### src/rtl/branch_queue_pkg.sv
// Shared widths and the queue entry payload for the branch queue slice.
package branch_queue_pkg;

  localparam int unsigned GH_WIDTH         = 8;
  localparam int unsigned PATTERN_WIDTH    = GH_WIDTH;
  localparam int unsigned INST_MEM_WIDTH   = 16;
  localparam int unsigned BQ_WIDTH_DEFAULT = 3;

  typedef struct packed {
    logic [PATTERN_WIDTH-1:0]  pattern;
    logic [1:0]                prediction;
    logic [INST_MEM_WIDTH-1:0] taken_addr;
    logic [INST_MEM_WIDTH-1:0] fall_addr;
  } bq_entry_t;

endpackage

### src/rtl/branch_queue_bq_fifo.sv
// Circular pointer/count FIFO of bq_entry_t with synchronous clear and
// combinational head read.
module bq_fifo
  import branch_queue_pkg::*;
#(
  parameter int unsigned DEPTH_LOG2 = BQ_WIDTH_DEFAULT
) (
  input  logic      clk,
  input  logic      reset,
  input  logic      push,
  input  logic      pop,
  input  logic      clear,
  input  bq_entry_t wdata,
  output bq_entry_t rdata,
  output logic      full,
  output logic      empty
);

  localparam int unsigned DEPTH = 2 ** DEPTH_LOG2;
  localparam int unsigned CW    = DEPTH_LOG2 + 1;

  (* ram_style = "distributed" *) bq_entry_t mem [DEPTH];

  logic [DEPTH_LOG2-1:0] head;
  logic [DEPTH_LOG2-1:0] tail;
  logic [CW-1:0]         count;

  // Pointers wrap naturally at DEPTH; clear squashes every entry at once.
  always_ff @(posedge clk) begin
    if (reset || clear) begin
      head  <= '0;
      tail  <= '0;
      count <= '0;
    end else begin
      if (push) tail <= tail + DEPTH_LOG2'(1);
      if (pop)  head <= head + DEPTH_LOG2'(1);
      count <= count + CW'(push) - CW'(pop);
    end
  end

  always_ff @(posedge clk) begin
    if (push) mem[tail] <= wdata;
  end

  assign rdata = mem[head];
  assign full  = (count == CW'(DEPTH));
  assign empty = (count == '0);

endmodule

### src/rtl/branch_queue.sv
// In-flight conditional branch tracker: compares resolved direction with the
// fetch-time prediction and drives PHT update and fetch redirect.
// Optional macro BQ_STATS_EN adds saturating branch/miss counters.
module branch_queue
  import branch_queue_pkg::*;
#(
  parameter int unsigned BQ_WIDTH = BQ_WIDTH_DEFAULT
) (
  input  logic                      clk,
  input  logic                      reset,
  input  logic                      enq_valid,
  input  logic [PATTERN_WIDTH-1:0]  enq_pattern,
  input  logic [1:0]                enq_prediction,
  input  logic [INST_MEM_WIDTH-1:0] enq_taken_addr,
  input  logic [INST_MEM_WIDTH-1:0] enq_fall_addr,
  input  logic                      res_valid,
  input  logic                      res_taken,
  output logic                      full,
  output logic                      empty,
  output logic                      commit_b,
  output logic                      failure,
  output logic [PATTERN_WIDTH-1:0]  pattern_end,
  output logic [1:0]                prediction_end,
  output logic                      flush,
  output logic [INST_MEM_WIDTH-1:0] addr_on_failure
`ifdef BQ_STATS_EN
  ,
  output logic [31:0]               stat_branches,
  output logic [31:0]               stat_misses
`endif
);

  bq_entry_t head_entry;
  bq_entry_t enq_entry;
  logic      res_fire_c;
  logic      mispredict_now_c;
  logic      enq_fire_c;
  logic      pop_c;

  assign enq_entry = '{pattern:    enq_pattern,
                       prediction: enq_prediction,
                       taken_addr: enq_taken_addr,
                       fall_addr:  enq_fall_addr};

  // A resolve frees the head slot in the same edge, so full only blocks a
  // push when no correct resolve accompanies it.
  always_comb begin
    res_fire_c       = 1'b0;
    mispredict_now_c = 1'b0;
    enq_fire_c       = 1'b0;
    pop_c            = 1'b0;
    res_fire_c       = res_valid && !empty && !flush;
    mispredict_now_c = res_fire_c && (head_entry.prediction[1] != res_taken);
    pop_c            = res_fire_c && !mispredict_now_c;
    enq_fire_c       = enq_valid && !flush && !mispredict_now_c && (!full || pop_c);
  end

  bq_fifo #(
    .DEPTH_LOG2 (BQ_WIDTH)
  ) u_fifo (
    .clk   (clk),
    .reset (reset),
    .push  (enq_fire_c),
    .pop   (pop_c),
    .clear (mispredict_now_c),
    .wdata (enq_entry),
    .rdata (head_entry),
    .full  (full),
    .empty (empty)
  );

  // Pulses clear every non-resolve cycle; payload registers hold their value.
  always_ff @(posedge clk) begin
    if (reset) begin
      commit_b        <= 1'b0;
      failure         <= 1'b0;
      flush           <= 1'b0;
      pattern_end     <= '0;
      prediction_end  <= '0;
      addr_on_failure <= '0;
    end else begin
      commit_b <= res_fire_c;
      failure  <= mispredict_now_c;
      flush    <= mispredict_now_c;
      if (res_fire_c) begin
        pattern_end     <= head_entry.pattern;
        prediction_end  <= head_entry.prediction;
        addr_on_failure <= res_taken ? head_entry.taken_addr : head_entry.fall_addr;
      end
    end
  end

`ifdef BQ_STATS_EN
  always_ff @(posedge clk) begin
    if (reset) begin
      stat_branches <= '0;
      stat_misses   <= '0;
    end else begin
      if (res_fire_c && (stat_branches != 32'hFFFF_FFFF))
        stat_branches <= stat_branches + 32'd1;
      if (mispredict_now_c && (stat_misses != 32'hFFFF_FFFF))
        stat_misses <= stat_misses + 32'd1;
    end
  end
`endif

endmodule

### config.mk
export PLATFORM = sky130hd
export DESIGN_NAME = branch_queue
export DESIGN_NICKNAME = d
export VERILOG_FILES = /design/src/rtl/branch_queue_pkg.sv /design/src/rtl/branch_queue_bq_fifo.sv /design/src/rtl/branch_queue.sv
export SDC_FILE = /design/constraint.sdc
export NUM_CORES = 1
export LEC_CHECK = 0
export CAP_MARGIN = 10
export CORE_UTILIZATION = 60
export CTS_CLUSTER_SIZE = 28
export DETAILED_ROUTE_END_ITERATION = 10
export GPL_ROUTABILITY_DRIVEN = 0
export PLACE_DENSITY = 0.78
export REMOVE_ABC_BUFFERS = 1
export SLEW_MARGIN = 5
export SYNTH_ARGS = -nofsm -noshare
export SYNTH_HDL_FRONTEND = slang
export SYNTH_SLANG_ARGS = --single-unit
### constraint.sdc
create_clock -name clk -period 12.18 [get_ports clk]
set_clock_uncertainty 0.1 [all_clocks]
set_input_delay 3.654 -clock clk [delete_from_list [all_inputs] [get_ports clk]]
set_output_delay 3.654 -clock clk [all_outputs]
set_load 0.1 [all_outputs]
==> impl_metrics.tcl <==
set metrics [dict create \
    routed_vias 7130 \
    dieHeight_um 156 \
    synthAdderAreaFrac_pct 0.841 \
    layout_min_cycle_time_ns 6.65 \
    worst_setup_path_start_kind "flip-flop" \
    sequential_cell_area_um2 10900 \
    final_nets 843 \
    crit_path_end_kind "output pin" \
    synth_largest_area_cell "edfxtp_1" \
    number_of_vias_per_cell 6.29 \
    final-max-slew-violation-count 0 \
    report.final.hold_viol_count 0 \
    most_frequently_used_flop_master_after_synthesis "edfxtp_1" \
    cts_tree "built" \
    path_max_fanout 5 \
    ant_nets 0 \
    avgRoutedWirePerCell_um 24.7 \
    post_synth_edffs 336 \
    postLayoutSetupSlackWorst_ns 5.53 \
    critPathArrivalTime_ns 2.90 \
    cts-root-buf "clkbuf_16" \
    cell_types_with_the_highest_counts_after_synthesis "336 x edfxtp_1, 83 x mux4_2, 41 x dfxtp_1" \
    p_total_w 0.00345 \
    max_slew_margin_pct 19.7 \
    clk_transition_reported_paths_ns 0.06 \
    multi_input_comb_area_um2 3210 \
    port_buffers 77 \
    dr.first_iter.drc_count 735 \
    finalSetupViolCount 0 \
    biggest_area_contributors_in_the_synthesized_netlist "edfxtp_1 71%, mux4_2 13%, dfxtp_1 5.7%" \
    clk_latency_ns 0.52 \
    worstSetupStartpoint "u_fifo.count[2]" \
    fp.dieArea_um2 24400 \
    ctsLongestPathBuffers 3 \
    timing.hold.worst_path_depth 2 \
    hold_class "reg2reg" \
    n_fill_cell 1383 \
    place_worst_setup_slack_ns 5.41 \
    power_density_nw_per_um2 207 \
    placement_rows 56 \
    final_period_util_pct 54.6 \
    critical_path_required_ns 8.43 \
    postLayoutCoreUtil_pct 71.2 \
    half_perimeter_wire_length_after_detailed_placement_mm 15.0 \
    violations "design-rule violations" \
    synth_top_family_by_area "multiplexers" \
    achievable-frequency_ghz 0.150 \
    tightest_slew_ns 1.18 \
    via_count_of_the_first_global_routing_pass 7315 \
    outcome "finished, violations left" \
    finalHoldWorstSlack_ns 0.353 \
    post_route_cells_drive_above_1_share_pct 20.8 \
    leakagePower_nw 5.21 \
    ys_seq_elements 377 \
    tritoncts.num_buffers 37 \
    antenna_cells 0 \
    rrSetupSlack_ns 8.20 \
    die_w_um 156 \
    max-vdd-ir-drop_v 0.000149 \
    area_growth_syn_to_layout_pct 16.7 \
    ctsHtreeMaxLevel 2 \
    yosys_cell_types 40 \
    synth.area.mux_share_pct 14.2 \
    drt_pre_antenna_iters 8 \
    route.final.wire_length_mm 28.0 \
    start_util_pct 61.0 \
    max_capacitance_violation_total 0 \
    grt.total_usage_pct 24.2 \
    yosys_warnings 0 \
    synth_xor_xnor_area_share_pct 0.184 \
    hold_path.startpoint "addr_on_failure[6]" \
    ios 78 \
    syn_inst 692 \
    synth-seq-area-share_pct 76.4 \
    wire_length_of_the_first_global_routing_pass_mm 42.5 \
    avgSynthCellArea_um2 20.6 \
    postCtsSetupBuffers 0 \
    core-area_um2 23400 \
    r2r-end "u_fifo.count[1]" \
    ys_async_sr_fraction_pct 0 \
    rsz_0062_raised_after_global_routing "false" \
    clock_sink_count 377 \
    synthMostInstantiatedCell "edfxtp_1" \
    synth_top_area_share_pct 70.7 \
    cts_repair_resize_count 0 \
    reg2regPathDepth 8 \
    holdBufCountCts 0 \
    holdPathEnd "addr_on_failure[6]" \
    synth_area_in_compound_gates_pct 4.14 \
    mappedNetlistArea_um2 14300 \
    synth-simple-area-share_pct 2.75 \
    grt_max_degree 66 \
    critical_path_class "reg2out" \
    remaining_drc_errors 1 \
    initial_antenna_violation_count 0 \
    overflow 0 \
    finalSetupTns_ns 0 \
]
worst max path at each step:
stage / end / slack [ns]
2_1_floorplan: u_fifo.mem[5][0] / 2.77
3_3_place_gp: u_fifo.count[2] / 5.55
3_5_place_dp: u_fifo.count[2] / 5.41
4_1_cts: empty / 5.52
5_1_grt: empty / 5.46
6_report: empty / 5.53
critical path, stage by stage, from the launching register on:
cell             delay [ns]
dfxtp_1                0.30
inv_1                  0.10
ha_1                   0.16
or3b_2                 0.50
inv_1                  0.16
clkdlybuf4s50_1        1.16
metrics by stage:
| step | cells | instance area, um2 |
|---|---|---|
| 3_3_place_gp | 1067 | 15500 |
| 5_1_grt | 1133 | 16700 |
| 6_report | 1133 | 16700 |
| 2_1_floorplan | 654 | 14100 |
| 4_1_cts | 1133 | 16700 |
| 3_5_place_dp | 1067 | 15500 |
layer usage:
| layer | GRT usage (%) | part of all wire, % |
|---|---|---|
| met2 | 41.6 | 52 |
| met4 | 7.19 | 2.1 |
| met1 | 32.2 | 40 |
| met5 | 0 | 0 |
| met3 | 3.77 | 6.5 |
flip-flops by register name, summed over array words and instances, names as in the netlist, named ones only:
register	count
u_fifo.tail	3
commit_b	1
pattern_end	8
u_fifo.head	3
prediction_end	2
flush	1
addr_on_failure	16
u_fifo.mem	336
u_fifo.count	4
cell usage in the layout, fill, tap and decap left out, types with 4 or more instances in the layout:
| cell type | Yosys | routed |
|---|---|---|
| clkbuf_16 | 0 | 37 |
| buf_4 | 1 | 17 |
| dfxtp_1 | 41 | 39 |
| bufinv_16 | 0 | 4 |
| nand2_1 | 23 | 23 |
| inv_1 | 9 | 9 |
| mux2i_1 | 10 | 10 |
| ha_1 | 8 | 8 |
| nor2_1 | 15 | 15 |
| clkinv_1 | 0 | 4 |
| edfxtp_1 | 336 | 336 |
| nor2b_1 | 4 | 4 |
| a211oi_1 | 12 | 12 |
| o21ai_0 | 21 | 21 |
| clkbuf_1 | 18 | 8 |
| mux4_2 | 83 | 83 |
| a21oi_1 | 18 | 18 |
| nand3b_1 | 4 | 4 |
| nor4b_2 | 0 | 4 |
| a22o_1 | 32 | 32 |
| clkdlybuf4s50_1 | 0 | 77 |
final cells by class:
| class | count | area share, % |
|---|---|---|
| Multi-Input combinational cell | 268 | 19.3 |
| Clock inverter | 18 | 1.25 |
| Inverter | 9 | 0.203 |
| Timing Repair Buffer | 94 | 5.39 |
| Sequential cell | 377 | 65.5 |
| Clock buffer | 48 | 5.98 |
| Tap cell | 319 | 2.40 |
cells by family after synthesis:
group,Yosys count
flops,377
compound gates,87
fa+ha+maj,9
buf+inv,47
xor+xnor,3
simple gates,73
mux,96
report_power, final:
part,leakage [nW],switching (W),internal [W]
Clock,0.579,0.000453,0.000666
Sequential,3.38,0.0000606,0.00152
Combinational,1.25,0.000479,0.000270
Note: power is estimated with default switching activity, not from simulation.
